### config.mk
export PLATFORM = sky130hd
export DESIGN_NAME = coin_conditioner
export DESIGN_NICKNAME = d
export VERILOG_FILES = /design/src/rtl/coin_conditioner.sv
export SDC_FILE = /design/constraint.sdc
export NUM_CORES = 1
export LEC_CHECK = 0
export ABC_AREA = 1
export BUFFER_PORTS_ARGS = -buffer_cell sky130_fd_sc_hd__buf_2
export CORE_MARGIN = 2
export CORE_UTILIZATION = 50
export CTS_BUF_LIST = sky130_fd_sc_hd__clkbuf_16
export DETAILED_ROUTE_END_ITERATION = 8
export GPL_TIMING_DRIVEN = 0
export PLACE_DENSITY = 0.72
export SLEW_MARGIN = 40
export SYNTH_ARGS = -nofsm -noshare
export SYNTH_HDL_FRONTEND = slang
export SYNTH_SLANG_ARGS = --single-unit
### constraint.sdc
create_clock -name clk -period 1.55 [get_ports clk]
set_clock_uncertainty 0.1 [all_clocks]
set_input_delay 0.2325 -clock clk [delete_from_list [all_inputs] [get_ports clk]]
set_output_delay 0.2325 -clock clk [all_outputs]
set_load 0.02 [all_outputs]
### src/rtl/coin_conditioner.sv
// rtl/coin_conditioner.sv - two-channel coin sensor synchronizer, debouncer, jam detector and pulse arbiter
// Each channel debounces its sensor independently; a shared output stage turns accepted coins into single pulses.

module coin_channel #(
    parameter int DEBOUNCE  = 4,
    parameter int JAM_LIMIT = 64
) (
    input  logic clk,
    input  logic rst,
    input  logic s,
    output logic accept,
    output logic jam
);
    typedef enum logic [2:0] {
        IDLE    = 3'd0,
        PRESS   = 3'd1,
        HELD    = 3'd2,
        RELEASE = 3'd3,
        JAM     = 3'd4
    } state_t;

    localparam logic [7:0] DEB_MAX  = 8'(DEBOUNCE);
    localparam logic [7:0] JAM_MAX  = 8'(JAM_LIMIT);

    state_t     state, state_nxt;
    logic [7:0] deb_cnt, deb_nxt;
    logic [7:0] hold_cnt, hold_nxt;
    logic [7:0] deb_inc, hold_inc;

    assign deb_inc  = deb_cnt + 8'd1;
    assign hold_inc = hold_cnt + 8'd1;

    always_ff @(posedge clk or negedge rst) begin
        if (!rst) begin
            state    <= IDLE;
            deb_cnt  <= 8'd0;
            hold_cnt <= 8'd0;
            jam      <= 1'b0;
        end else begin
            state    <= state_nxt;
            deb_cnt  <= deb_nxt;
            hold_cnt <= hold_nxt;
            jam      <= (state_nxt == JAM);
        end
    end

    always_comb begin
        state_nxt = state;
        deb_nxt   = deb_cnt;
        hold_nxt  = hold_cnt;
        case (state)
            IDLE: begin
                if (s) begin
                    state_nxt = PRESS;
                    deb_nxt   = 8'd1;
                end
            end
            PRESS: begin
                if (!s) begin
                    state_nxt = IDLE;
                    deb_nxt   = 8'd0;
                end else if (deb_inc == DEB_MAX) begin
                    state_nxt = HELD;
                    deb_nxt   = 8'd0;
                    hold_nxt  = 8'd0;
                end else begin
                    deb_nxt   = deb_inc;
                end
            end
            HELD: begin
                hold_nxt = hold_inc;
                if (hold_inc == JAM_MAX) begin
                    state_nxt = JAM;
                    deb_nxt   = 8'd0;
                end else if (!s) begin
                    state_nxt = RELEASE;
                    deb_nxt   = 8'd1;
                end
            end
            RELEASE: begin
                // A bounce back to high resumes the same coin; hold time is not reset.
                if (s) begin
                    state_nxt = HELD;
                    deb_nxt   = 8'd0;
                end else if (deb_inc == DEB_MAX) begin
                    state_nxt = IDLE;
                    deb_nxt   = 8'd0;
                    hold_nxt  = 8'd0;
                end else begin
                    deb_nxt   = deb_inc;
                end
            end
            JAM: begin
                if (s) begin
                    deb_nxt   = 8'd0;
                end else if (deb_inc == DEB_MAX) begin
                    state_nxt = IDLE;
                    deb_nxt   = 8'd0;
                    hold_nxt  = 8'd0;
                end else begin
                    deb_nxt   = deb_inc;
                end
            end
            default: begin
                state_nxt = IDLE;
                deb_nxt   = 8'd0;
                hold_nxt  = 8'd0;
            end
        endcase
    end

    always_comb begin
        accept = 1'b0;
        if (state == PRESS && s && deb_inc == DEB_MAX)
            accept = 1'b1;
    end
endmodule

module coin_conditioner #(
    parameter int DEBOUNCE  = 4,
    parameter int JAM_LIMIT = 64
) (
    input  logic clk,
    input  logic rst,
    input  logic raw_x,
    input  logic raw_y,
    input  logic en,
    output logic inx,
    output logic iny,
    output logic jam_x,
    output logic jam_y,
    output logic ovf
);
    logic [1:0] sync_x, sync_y;
    logic       accept_x, accept_y;
    logic       pend_x, pend_y;
    logic       consume_x, consume_y;

    always_ff @(posedge clk or negedge rst) begin
        if (!rst) begin
            sync_x <= 2'b00;
            sync_y <= 2'b00;
        end else begin
            sync_x <= {sync_x[0], raw_x};
            sync_y <= {sync_y[0], raw_y};
        end
    end

    coin_channel #(.DEBOUNCE(DEBOUNCE), .JAM_LIMIT(JAM_LIMIT)) u_chan_x (
        .clk    (clk),
        .rst    (rst),
        .s      (sync_x[1]),
        .accept (accept_x),
        .jam    (jam_x)
    );

    coin_channel #(.DEBOUNCE(DEBOUNCE), .JAM_LIMIT(JAM_LIMIT)) u_chan_y (
        .clk    (clk),
        .rst    (rst),
        .s      (sync_y[1]),
        .accept (accept_y),
        .jam    (jam_y)
    );

    // Only flags already registered are consumed, so a coin never pulses on its own acceptance edge.
    assign consume_x = en & pend_x;
    assign consume_y = en & ~pend_x & pend_y;

    always_ff @(posedge clk or negedge rst) begin
        if (!rst) begin
            pend_x <= 1'b0;
            pend_y <= 1'b0;
            inx    <= 1'b0;
            iny    <= 1'b0;
            ovf    <= 1'b0;
        end else begin
            pend_x <= accept_x | (pend_x & ~consume_x);
            pend_y <= accept_y | (pend_y & ~consume_y);
            inx    <= consume_x;
            iny    <= consume_y;
            ovf    <= ovf | (accept_x & pend_x) | (accept_y & pend_y);
        end
    end
endmodule

* Word level (Yosys, flattened, before mapping)
Cells that the tools add are included.
** Word-level totals
- Memories kept :: 0
- Output and inout bits :: 5
- Latch bits :: 0
- Word-level logic and storage cells :: 111
- Memory bits (writable) :: 0
- ROM bits :: 0
- Bits in registers :: 49
** Operators by class
- $mul :: 0
- Order comparisons :: 0
- Muxes and demuxes :: 42
- Eq/ne operators :: 22
- Shifts and indexed selects :: 0
- Bitwise gates (word level) :: 16
- Reduce and logical (&&, ||, !) cells :: 12
- Add/sub/neg operators :: 4
- Div/mod/pow operators :: 0
** Operator list (number)
- $mux W8 :: 18
- $pmux W8 S4 :: 4
- $mux W3 :: 16
- $add A8 B1 Y8 const B :: 4
- $pmux W3 S5 :: 2
- $eq A8 B3 Y1 const B :: 2
- $eq A8 B7 Y1 const B :: 2
- $eq A3 B2 Y1 const B :: 4
- $eq A3 B3 Y1 const B :: 4
- $ne A2 B2 Y1 const B :: 6
- $and A1 B1 Y1 :: 7
- $eq A3 B1 Y1 const B :: 2
- $logic_not A3 Y1 :: 2
- $ne A3 B2 Y1 const B :: 2
- $reduce_and A3 Y1 :: 2
- $not A1 Y1 :: 5
- $logic_and A1 B1 Y1 :: 4
- $or A1 B1 Y1 :: 4
- $reduce_and A2 Y1 :: 2
- $reduce_or A2 Y1 :: 2
- $mux W1 :: 2

* Longest topological paths before layout
Gate-level depths: netlist of run 1.
- Word-level depth :: 7
- Mapped depth :: 13

* Hierarchy
A second synthesis of run 1 with hierarchy kept.
** Second synthesis, totals
- Cells, all modules :: 395
- Area, all modules :: 2946.6 um2
** Modules (own cells, without submodules)
- coin_channel (u_chan_x) :: area an instance 1335.0 um2, instances 1, cells each 182, seq. area each 500.5 um2
- coin_channel (u_chan_y) :: area an instance 1327.5 um2, instances 1, cells each 191, seq. area each 500.5 um2
- coin_conditioner :: area an instance 284.0 um2, instances 1, cells each 22, seq. area each 225.2 um2

* Least setup slack after synthesis of run 1
OpenSTA, ideal clock, no wires.
- Kind :: reg2reg
- Start point :: reg u_chan_x.deb_cnt[0]
- End point :: reg u_chan_x.hold_cnt[4]
- Arrival :: 1436 ps
- Path buffers :: 0
- Cell stages (with the launch flop) :: 11
- Period minus slack after synthesis :: 1653 ps
- Required time :: 1333 ps
- Setup time :: 117 ps
- Slack :: -103 ps
- Cells stage by stage :: dfrtp_1 -> ha_1 -> nand3_1 -> nor2_2 -> xor2_1 -> nor2_1 -> nand2_2 -> nand2_2 -> nand2_4 -> nand2_1 -> nand2_1
** On the way
- Cells in the longest elaborated chain, start to end :: 5
** RTL lines
- start: declaration :: line 26 : logic [7:0] deb_cnt, deb_nxt;
- start signal: assignment :: line 41 : deb_cnt <= deb_nxt;
- $add A8 B1 Y8 * :: line 30 : assign deb_inc = deb_cnt + 8'd1;
- $eq A8 B3 Y1 * :: line 62, 85, 96
- $mux W8 *
- $mux W8, on equally long branches
- $pmux W8 S4 *
- end signal: assignment :: line 42 : hold_cnt <= hold_nxt;
- end: declaration :: line 27 : logic [7:0] hold_cnt, hold_nxt;
Every way passes the cells marked *; elsewhere a longest branch is shown, timed or not. The select of a mux whose other input is x is not followed.
A chain may end at the register's enable or synchronous reset.

* Worst setup path in the final report of run 1
- Start point :: reg u_chan_y.deb_cnt[1]
- End point :: reg u_chan_y.hold_cnt[0]
** On the way
- Cells in the longest elaborated chain, start to end :: 5
** RTL lines (line)
- start: declaration :: 26
- start signal: assignment :: 41
- $add A8 B1 Y8 * :: 30
- $eq A8 B3 Y1 * :: 62, 85, 96
- $mux W8 *
- $mux W8, on equally long branches
- $pmux W8 S4 *
- end signal: assignment :: 42
- end: declaration :: 27
Marks and branches as above.

==> metrics.cfg, run 1 <==
[status]
status=complete, but fails checks
violations=negative setup slack

[synth]
synth_cell_types=32
synth_most_common_cell=nand2_1
synth_enable_flop_cells=0
synth_fp_nets=396
syn_avg_cell_area_um2=7.37
synth_top_area_share=0.432
ys_async_sr_fraction=1.00
synthFlopType=dfrtp_1
ys.warnings.count=0
ys_top_cells_by_area=dfrtp_1 43%, nand2_1 21%, nand3_1 5.5%
syn_inst=385
ys_seq_elements=49
yosysTopAreaCell=dfrtp_1
yosys-top-cells-count=158 x nand2_1, 49 x dfrtp_1, 37 x inv_1
ys_seq_area_frac=0.432
syn_area_um2=2840

[drt]
ant_nets=0
first_pass_iters=5
route.detailed.drc=0
wire_per_inst_um=13.3
drtIter0Drc=106
drt-total-wl_um=6830
routed-via-count=2639
routed_via_density=5.12

[worst_setup_path]
crit_family=simple AND/OR/NAND/NOR gates
critical_path.max_fanout=8
max_stage_delay_ns=0.41
crit_chain=ha_4, nand3_4, o21ai_2, nand2_2, nor2_4, nand2_4, nand2_4, nand3_4, nand2_1, o21ai_1
crit_path_end_kind=register
crit_path_top_delay_cell=dfrtp_2
critPathRequiredTime_ns=1.62
critPathLaunchType=register
critical_path_class=reg2reg
crit_arrival_ns=1.90
crit_buf_inv=0

[placement]
placedCellCount=466
numPortBuffers=9
place.gp.congestion=0.899
dp_hpwl_um=3670

[global_route]
overflow=0
grt.total_usage=0.215
antenna_found_initial=0
grt_max_degree=50
grt_pass1_vias=2392
grt_pass1_wl_um=10800

[cts]
cts_sinks=49
cts_inserted_buffers=5
clk_latency_ns=0.29
cts_tree=done
cts_max_path_buffers=2
cts_root_buf=clkbuf_16
path_clk_slew_ns=0.06
cts.htree.levels=2

[power_and_ir_drop]
switchingPower_mw=1.71
clkPwrFrac=0.233
swShare=0.388
pwr-share-seq=0.377
p_leak_nw=1.92
vdd_ir_drop_max_v=0.000660
power.share.combinational=0.390
internal-power_mw=2.70
power.density_nw_per_um2=1150

[finish]
final_util=0.696
fillers=429
stdcell_count=515
area_delta_synth_final_pct=35.0
multi_input_area_um2=1800
fin_nets=454
drive_above_1_share=0.379
insertedDiodeCount=0
seq_area_um2=1230

[floorplanning]
die_y_um=79.3
initial_core_util=0.515
num_rows=27
pin_count=10
die_w_um=79.3
core_area_um2=5510
die_area_um2=6290

[sta]
worstMarginPinSlew_ns=0.624
clock.fmax_mhz=545
whs_ns=0.0376
min_period_ns=1.83
layout_setup_ws_ns=-0.284
relSlewSlack=0.584
fin_crit_sh=1.18
hold_viol=0
finalSetupViolCount=43
drv_slew=0
grt_setup_unrepaired=yes

[job]
max_cap_viol_count=0

[min_path]
holdCritPathClass=in2reg

[power groups by stage]
stage	sequential (mW)	combinational, mW	clock, mW
finish	1.66	1.72	1.03
global route	1.68	1.91	1.11
CTS	1.64	1.41	1.05
detailed placement	1.66	1.11	0
global placement	1.66	1.08	0
floorplan	1.62	0.874	0
[flip-flops by register name, indices dropped and copies added (netlist names), 2 cells and up]
signal and cells:
u_chan_x.state 3, u_chan_y.hold_cnt 8, u_chan_y.state 3, u_chan_x.hold_cnt 8, sync_x 2, sync_y 2
u_chan_y.deb_cnt 8, u_chan_x.deb_cnt 8
[placed cells by master, fill, tap and decap left out, drive strengths merged]
master | Yosys | routed
dlygate4sd3 | 0 | 3
buf | 1 | 48
and2 | 1 | 1
nand3 | 35 | 35
xnor2 | 1 | 1
dfrtp | 49 | 49
clkinv | 0 | 1
nand4 | 5 | 5
nand2 | 170 | 171
a21oi | 1 | 1
nor3 | 7 | 7
nor2 | 27 | 27
inv | 45 | 46
o21bai | 4 | 4
nand3b | 5 | 5
o21ai | 17 | 17
a211oi | 1 | 1
a31oi | 1 | 1
xor2 | 5 | 5
clkbuf | 1 | 6
ha | 6 | 6
or2 | 2 | 2
a22oi | 1 | 1
[timing repair]
item                       in CTS  in global routing
resized for setup              34                 66
hold buffers                    3                  0
pin swaps                      22                 38
cloned                          1                  0
hold endpoints to repair       51                  0
setup endpoints to repair      43                 43
buffers inserted               27                 14
[cell families (layout without fill, tap and decap cells)]
family | after synthesis | after routing | synth area share
simple gates | 252 | 253 | 0.406
fa+ha+maj | 6 | 6 | 0.0265
flops | 49 | 49 | 0.432
buf+inv | 47 | 104 | 0.0635
compound gates | 25 | 25 | 0.0529
xor+xnor | 6 | 6 | 0.0185
[cell type report]
cell class / count / area share
clock inverters: 2 / 0.00196
repair buffers: 50 / 0.102
plain buffers: 2 / 0.00327
well taps: 72 / 0.0235
flip-flops and latches: 49 / 0.322
multi-input cells: 290 / 0.469
inverters: 45 / 0.0454
clock buffers: 5 / 0.0327
[worst register-to-register path: cells and delay by family (launching register included)]
kind	cells	cell delay, ns
compound gates	2	0.22
simple gates	7	0.79
flops	1	0.41
fa+ha+maj	1	0.20
[routing by layer]
layer,vias to the layer above,share of wire,global-route usage
met5,-,0,0
met1,1262,0.46,0.272
met2,42,0.51,0.373
li1,1325,-,-
met4,0,0.015,0.0707
met3,10,0.023,0.0375
[path summary, 6_finish.rpt]
| check | from | endpoint | slack (ns) | cells after the start |
|---|---|---|---|---|
| setup / recovery | u_chan_y.deb_cnt[1] | u_chan_y.hold_cnt[0] | -0.28 | 10 |
| hold / removal | en | pend_x | 0.04 | 2 |
| setup reg to reg | u_chan_y.deb_cnt[1] | u_chan_y.hold_cnt[0] | -0.28 | 10 |
| hold reg to reg | sync_x[0] | sync_x[1] | 0.26 | 0 |
| max in group asynchronous | rst | u_chan_y.deb_cnt[3] | 0.49 | 2 |
| min in group asynchronous | rst | u_chan_x.deb_cnt[5] | 0.40 | 2 |
[stage by stage]
step           cell area, um2  setup slack (ns)  setup TNS (ns)  power [mW]
5_1_grt                  3830            -0.371          -13.06        4.70
2_1_floorplan            2870           -0.0419          -0.587        2.50
3_3_place_gp             3000            -0.232           -7.06        2.73
4_1_cts                  3500            -0.185           -4.75        4.10
3_5_place_dp             3000            -0.250           -7.98        2.77
6_report                 3830            -0.284           -8.13        4.41
Note: power is estimated with default switching activity, not from simulation.
==> run 2, diff against run 1 <==
BUFFER_PORTS_ARGS = default   (was -buffer_cell sky130_fd_sc_hd__buf_2)
DONT_BUFFER_PORTS = 1   (was default)
PLACE_DENSITY = 0.71   (was 0.72)
==> run 2 against run 1 <==
  * The run still ends with negative setup slack left
  * Clock-buffer cell count unchanged
  * Die area unchanged
  * Wire length decreased by 2.0%
  * Combinational power increased by 2%
  * Hold slack improved by 0.23 ns
==> metrics.cfg, run 2 (same netlist as run 1, synthesis figures left out) <==
[drt]
drt-total-wl_um=6690  ; -2.0%
route.detailed.drc=0  ; unchanged
met1_length_um=2920  ; -6.2%
first_pass_iters=5  ; unchanged
wire_per_inst_um=13.3  ; +0.36%
routed_via_density=5.24  ; +2.3%
wl_met3_um=244  ; +53%
wl_met2_um=3410  ; -1.3%
ant_nets=0  ; unchanged
drtIter0Drc=177  ; +67%
routed-via-count=2638  ; -0.038%
top_layer_used=met4

[cts]
cts_root_buf=clkbuf_16
clk_latency_ns=0.29  ; about the same
cts_max_path_buffers=2  ; unchanged
cts_inserted_buffers=5  ; unchanged
path_clk_slew_ns=0.07  ; about the same
cts_tree=done
cts.htree.levels=2  ; unchanged
cts_sinks=49  ; unchanged

[worst_setup_path]
crit_chain=buf_6, nand2_4, nor2_4, nand2_2, nand2_2, nand2_2, nor2_4, nand2_4, nand2_4, nand3_4, nand2_1, o21ai_1
crit_arrival_ns=1.86  ; -0.04 ns
crit_path_top_delay_cell=dfrtp_2
critical_path.max_fanout=8  ; unchanged
crit_path_end_kind=register
critPathRequiredTime_ns=1.62  ; about the same
max_stage_delay_ns=0.43  ; +0.02 ns
critical_path_class=reg2reg
critPathLaunchType=register

[finish]
multi_input_area_um2=1830  ; +1.9%
final_cell_mix=121 x nand2_1, 41 x dfrtp_1, 40 x nand2_2
stdcell_count=503  ; -2.3%
drive_above_1_share=0.362  ; -0.0173
area_delta_synth_final_pct=34.9  ; about the same
final_util=0.695  ; about the same
insertedDiodeCount=0  ; unchanged
seq_area_um2=1240  ; +0.20%
fillers=410  ; -4.4%
final_common_cell=nand2_1
fin_nets=441  ; -2.9%
final_area_um2=3830  ; about the same

[sta]
grt_setup_unrepaired=yes
drv_slew=0  ; unchanged
relSlewSlack=0.717  ; +0.133
layout_setup_ws_ns=-0.237  ; +0.0471 ns
hold_viol=0  ; unchanged
fin_crit_sh=1.15  ; -0.0304
setup_tns_ns=-7.47  ; +0.659 ns
worstMarginPinSlew_ns=0.423  ; -0.201 ns
whs_ns=0.266  ; +0.228 ns
finalSetupViolCount=43  ; unchanged
clock.fmax_mhz=560  ; +2.6%
min_period_ns=1.79  ; -0.0471 ns

[floorplanning]
pin_count=10  ; unchanged
die_area_um2=6290  ; unchanged
initial_core_util=0.515  ; unchanged
core_area_um2=5510  ; unchanged
die_w_um=79.3  ; unchanged
num_rows=27  ; unchanged
die_y_um=79.3  ; unchanged

[power_and_ir_drop]
p_leak_nw=1.83  ; -4.4%
vdd_ir_drop_max_v=0.000591  ; -10%
total_power_mw=4.51  ; +2.2%
power.density_nw_per_um2=1180  ; +2.3%

[placement]
dp_hpwl_um=3630  ; -1.2%
placed_cell_area_um2=2960  ; -1.6%
placedCellCount=457  ; -1.9%
place.gp.congestion=0.878  ; -2.3%
numPortBuffers=0  ; -9
post-place-ws_ns=-0.254  ; -0.00378 ns

[status]
status=complete, but fails checks
violations=negative setup slack

[global_route]
grt_pass1_vias=2358  ; -1.4%
grt.total_usage=0.199  ; -0.0166
antenna_found_initial=0  ; unchanged
grt_pass1_wl_um=10000  ; -6.9%
overflow=0  ; unchanged
grt_max_degree=50  ; unchanged

[min_path]
holdCritPathClass=reg2reg

[job]
max_cap_viol_count=0  ; unchanged

## run 2: changes by cell type in the layout (fill, tap and decap cells not counted), moves of 2 or more
cell,previous run,this run
nand2_1,124,121
nor2_2,10,7
xor2_1,4,2
dfrtp_2,6,8
o21ai_1,8,12
o21ai_2,4,1
buf_2,8,0
buf_4,33,22
buf_6,7,11
nor2_4,6,10
dfrtp_1,43,41
nand2_2,37,40
## run 2: cell type report
cell class	count	share of cell area
clock buffers	5	0.0327
repair buffers	37	0.0912
plain buffers	2	0.00294
flip-flops and latches	49	0.323
well taps	72	0.0235
multi-input cells	290	0.479
clock inverters	3	0.00327
inverters	45	0.0441
## run 2: power by group
| part | internal, mW | switching [mW] |
|---|---|---|
| clock | 0.585 | 0.478 |
| sequential | 1.45 | 0.238 |
| combinational | 0.727 | 1.03 |
## run 2: final timing paths
kind                            slack [ns]  cells after the start                start                    to
min in group asynchronous             0.35                      2                  rst   u_chan_x.deb_cnt[3]
worst min-delay path                  0.27                      0            sync_x[0]             sync_x[1]
max in group asynchronous             0.76                      2                  rst   u_chan_x.deb_cnt[0]
worst min register to register        0.27                      0            sync_x[0]             sync_x[1]
worst max register to register       -0.24                     12  u_chan_y.deb_cnt[1]  u_chan_y.hold_cnt[5]
worst max-delay path                 -0.24                     12  u_chan_y.deb_cnt[1]  u_chan_y.hold_cnt[5]
## run 2: what timing repair did
item | in CTS | in global routing
endpoints found under the hold margin | 54 | 0
pin swaps | 12 | 28
cloned | 1 | 0
resized for setup | 19 | 89
setup endpoints to repair | 43 | 43
setup buffers | 21 | 11
hold buffers | 5 | 0
## run 2: worst max-delay path: cells and delay by family (launching register included)
kind / cells / cell delay, ns
and+or+nand+nor: 10 / 0.96
DFF: 1 / 0.43
buffers and inverters: 1 / 0.12
AOI/OAI and AO/OA: 1 / 0.06
## run 2: metal layers
layer | global-route usage | vias to the layer above
li1 | - | 1299
met5 | 0 | -
met3 | 0.0443 | 11
met2 | 0.331 | 47
met4 | 0.0552 | 0
met1 | 0.261 | 1281
==> run 3, diff against run 2 <==
ABC_AREA = default   (was 1)
==> run 3 against run 2 <==
  * The run still ends with negative setup slack left
  * Synthesized area rose by 4.8%
  * Wire length rose by 19%
  * Die area rose by 4.5%
  * Clock power rose by 16%
  * Worst setup slack got worse by 0.23 ns
  * Cell count fell by 13%
  * Design area rose by 9.0%
  * Critical path type unchanged
  * Largest power group unchanged
==> metrics.cfg, run 3 <==
[synth]
ys_seq_elements=49  ; unchanged
syn_inst=316  ; -18%
yosys-top-cells-count=49 x dfrtp_1, 22 x nand3_1, 18 x nand2_1
yosysTopAreaCell=dfrtp_1
synth_enable_flop_cells=0  ; unchanged
ys.warnings.count=0  ; unchanged
ys_top_cells_by_area=dfrtp_1 41%, nand3_1 3.7%, xnor2_1 2.9%
ys_seq_area_frac=0.413  ; -0.0197
synth_cell_types=63  ; +97%
synth_most_common_cell=dfrtp_1
syn_avg_cell_area_um2=9.40  ; +28%
synthFlopType=dfrtp_1
ys_async_sr_fraction=1.00  ; unchanged
synth_top_area_share=0.413  ; -0.0197
syn_area_um2=2970  ; +4.8%
synth_fp_nets=327  ; -17%

[floorplanning]
die_area_um2=6580  ; +4.5%
core_area_um2=5820  ; +5.6%
die_w_um=81.1  ; +2.2%
die_y_um=81.1  ; +2.2%
num_rows=28  ; +3.7%
pin_count=10  ; unchanged
initial_core_util=0.511  ; -0.00414

[drt]
ant_nets=0  ; unchanged
drtIter0Drc=125  ; -29%
routed-via-count=2768  ; +4.9%
wire_per_inst_um=18.0  ; +36%
routed_via_density=6.29  ; +20%
drt-total-wl_um=7940  ; +19%
route.detailed.drc=0  ; unchanged
first_pass_iters=4  ; -1

[placement]
numPortBuffers=0  ; unchanged
dp_hpwl_um=4180  ; +15%
place.gp.congestion=0.806  ; -8.1%
post-place-ws_ns=-0.576  ; -0.322 ns

[global_route]
overflow=0  ; unchanged
antenna_found_initial=0  ; unchanged
grt_max_degree=50  ; unchanged
grt.total_usage=0.229  ; +0.0302
grt_pass1_vias=2537  ; +7.6%
grt_pass1_wl_um=12000  ; +19%

[power_and_ir_drop]
p_leak_nw=1.67  ; -8.9%
clkPwrFrac=0.254  ; +0.018
power.density_nw_per_um2=1160  ; -1.6%
power.share.combinational=0.382  ; -0.008
swShare=0.369  ; -0.0188
total_power_mw=4.84  ; +7.3%
internal-power_mw=3.05  ; +11%
pwr-share-seq=0.364  ; -0.011
vdd_ir_drop_max_v=0.000646  ; +9.3%
switchingPower_mw=1.78  ; +2.1%

[cts]
cts_root_buf=clkbuf_16
cts_inserted_buffers=5  ; unchanged
cts_max_path_buffers=2  ; unchanged
clk_latency_ns=0.29  ; about the same
cts.htree.levels=2  ; unchanged
path_clk_slew_ns=0.07  ; about the same
cts_tree=done
cts_sinks=49  ; unchanged

[worst_setup_path]
crit_path_end_kind=register
crit_arrival_ns=2.09  ; +0.23 ns
critical_path.max_fanout=8  ; unchanged
r2r_setup_slack_ns=-0.47  ; -0.23 ns
critPathRequiredTime_ns=1.62  ; about the same
critPathLaunchType=register
critical_path_class=reg2reg

[job]
max_cap_viol_count=0  ; unchanged

[finish]
fillers=399  ; -2.7%
fin_nets=375  ; -15%
multi_input_area_um2=2130  ; +16%
area_delta_synth_final_pct=40.4
drive_above_1_share=0.427  ; +0.0654
seq_area_um2=1250  ; +1.1%
final_cell_mix=36 x buf_4, 30 x dfrtp_1, 19 x dfrtp_2
insertedDiodeCount=0  ; unchanged
final_common_cell=buf_4

[sta]
min_period_ns=2.02  ; +0.232 ns
drv_slew=0  ; unchanged
worstMarginPinSlew_ns=0.501  ; +0.0774 ns
grt_setup_unrepaired=yes
clock.fmax_mhz=495  ; -11%
fin_crit_sh=1.30  ; +0.150
hold_viol=0  ; unchanged
finalSetupViolCount=43  ; unchanged
setup_tns_ns=-14.56  ; -7.09 ns
whs_ns=0.0205  ; -0.245 ns
layout_setup_ws_ns=-0.469  ; -0.232 ns
relSlewSlack=0.662  ; -0.0550

[min_path]
holdCritPathClass=in2reg

[status]
status=complete, but fails checks
violations=negative setup slack

-- run 3: metrics by stage --
stage	util	cells	area (um2)
2_1_floorplan	-	316	3110
3_3_place_gp	0.551	391	3200
3_5_place_dp	0.551	391	3200
4_1_cts	0.671	430	3900
5_1_grt	0.717	440	4170
6_report	0.717	440	4170
-- run 3: kinds of logic after synthesis --
group           after synthesis  synth area share
mux                           3            0.0105
xor+xnor                     12            0.0354
fa+ha+maj                     6            0.0253
compound gates              101             0.258
buf+inv                      31            0.0425
flops                        49             0.413
simple gates                114             0.216
-- run 3: worst max-delay path, stage by stage (launching register included) --
cell	delay (ns)
dfrtp_2	0.47
and3_1	0.24
a31oi_1	0.13
buf_4	0.16
nor4_4	0.28
a31oi_4	0.22
a211o_1	0.30
-- run 3: cell type report --
cell class / instances / area share
multi-input cells: 236 / 0.511
well taps: 75 / 0.0225
inverters: 12 / 0.0108
repair buffers: 47 / 0.0972
plain buffers: 13 / 0.0198
clock inverters: 3 / 0.00930
clock buffers: 5 / 0.0300
flip-flops and latches: 49 / 0.300
-- run 3: worst paths after layout --
check	end	startpoint	depth (start not counted)
min reg2reg	sync_x[1]	sync_x[0]	0
max reg2reg	u_chan_x.hold_cnt[6]	u_chan_x.deb_cnt[0]	6
min	iny	en	1
min in group asynchronous	u_chan_x.hold_cnt[3]	rst	2
max	u_chan_x.hold_cnt[6]	u_chan_x.deb_cnt[0]	6
max in group asynchronous	u_chan_x.deb_cnt[4]	rst	2
-- run 3: repair_timing --
action                                 4_1_cts  5_1_grt
resized for setup                           60       54
hold buffers                                 5        0
endpoints found under the hold margin       53        0
pin swaps                                   36       21
cloned                                       0        0
setup endpoints to repair                   43       43
setup buffers                               29       14
-- run 3: routing by layer --
metal / wire (um) / GRT usage
met1: 3410 / 0.302
met5: 0 / 0
met4: 142 / 0.0610
met2: 4130 / 0.392
met3: 256 / 0.0356
-- run 3: power groups by stage --
stage / sequential (mW) / combinational [mW] / clock [mW]
2_1_floorplan: 1.65 / 0.909 / 0
3_3_place_gp: 1.71 / 1.09 / 0
3_5_place_dp: 1.72 / 1.11 / 0
4_1_cts: 1.69 / 1.60 / 1.25
5_1_grt: 1.79 / 2.00 / 1.30
6_report: 1.76 / 1.85 / 1.23
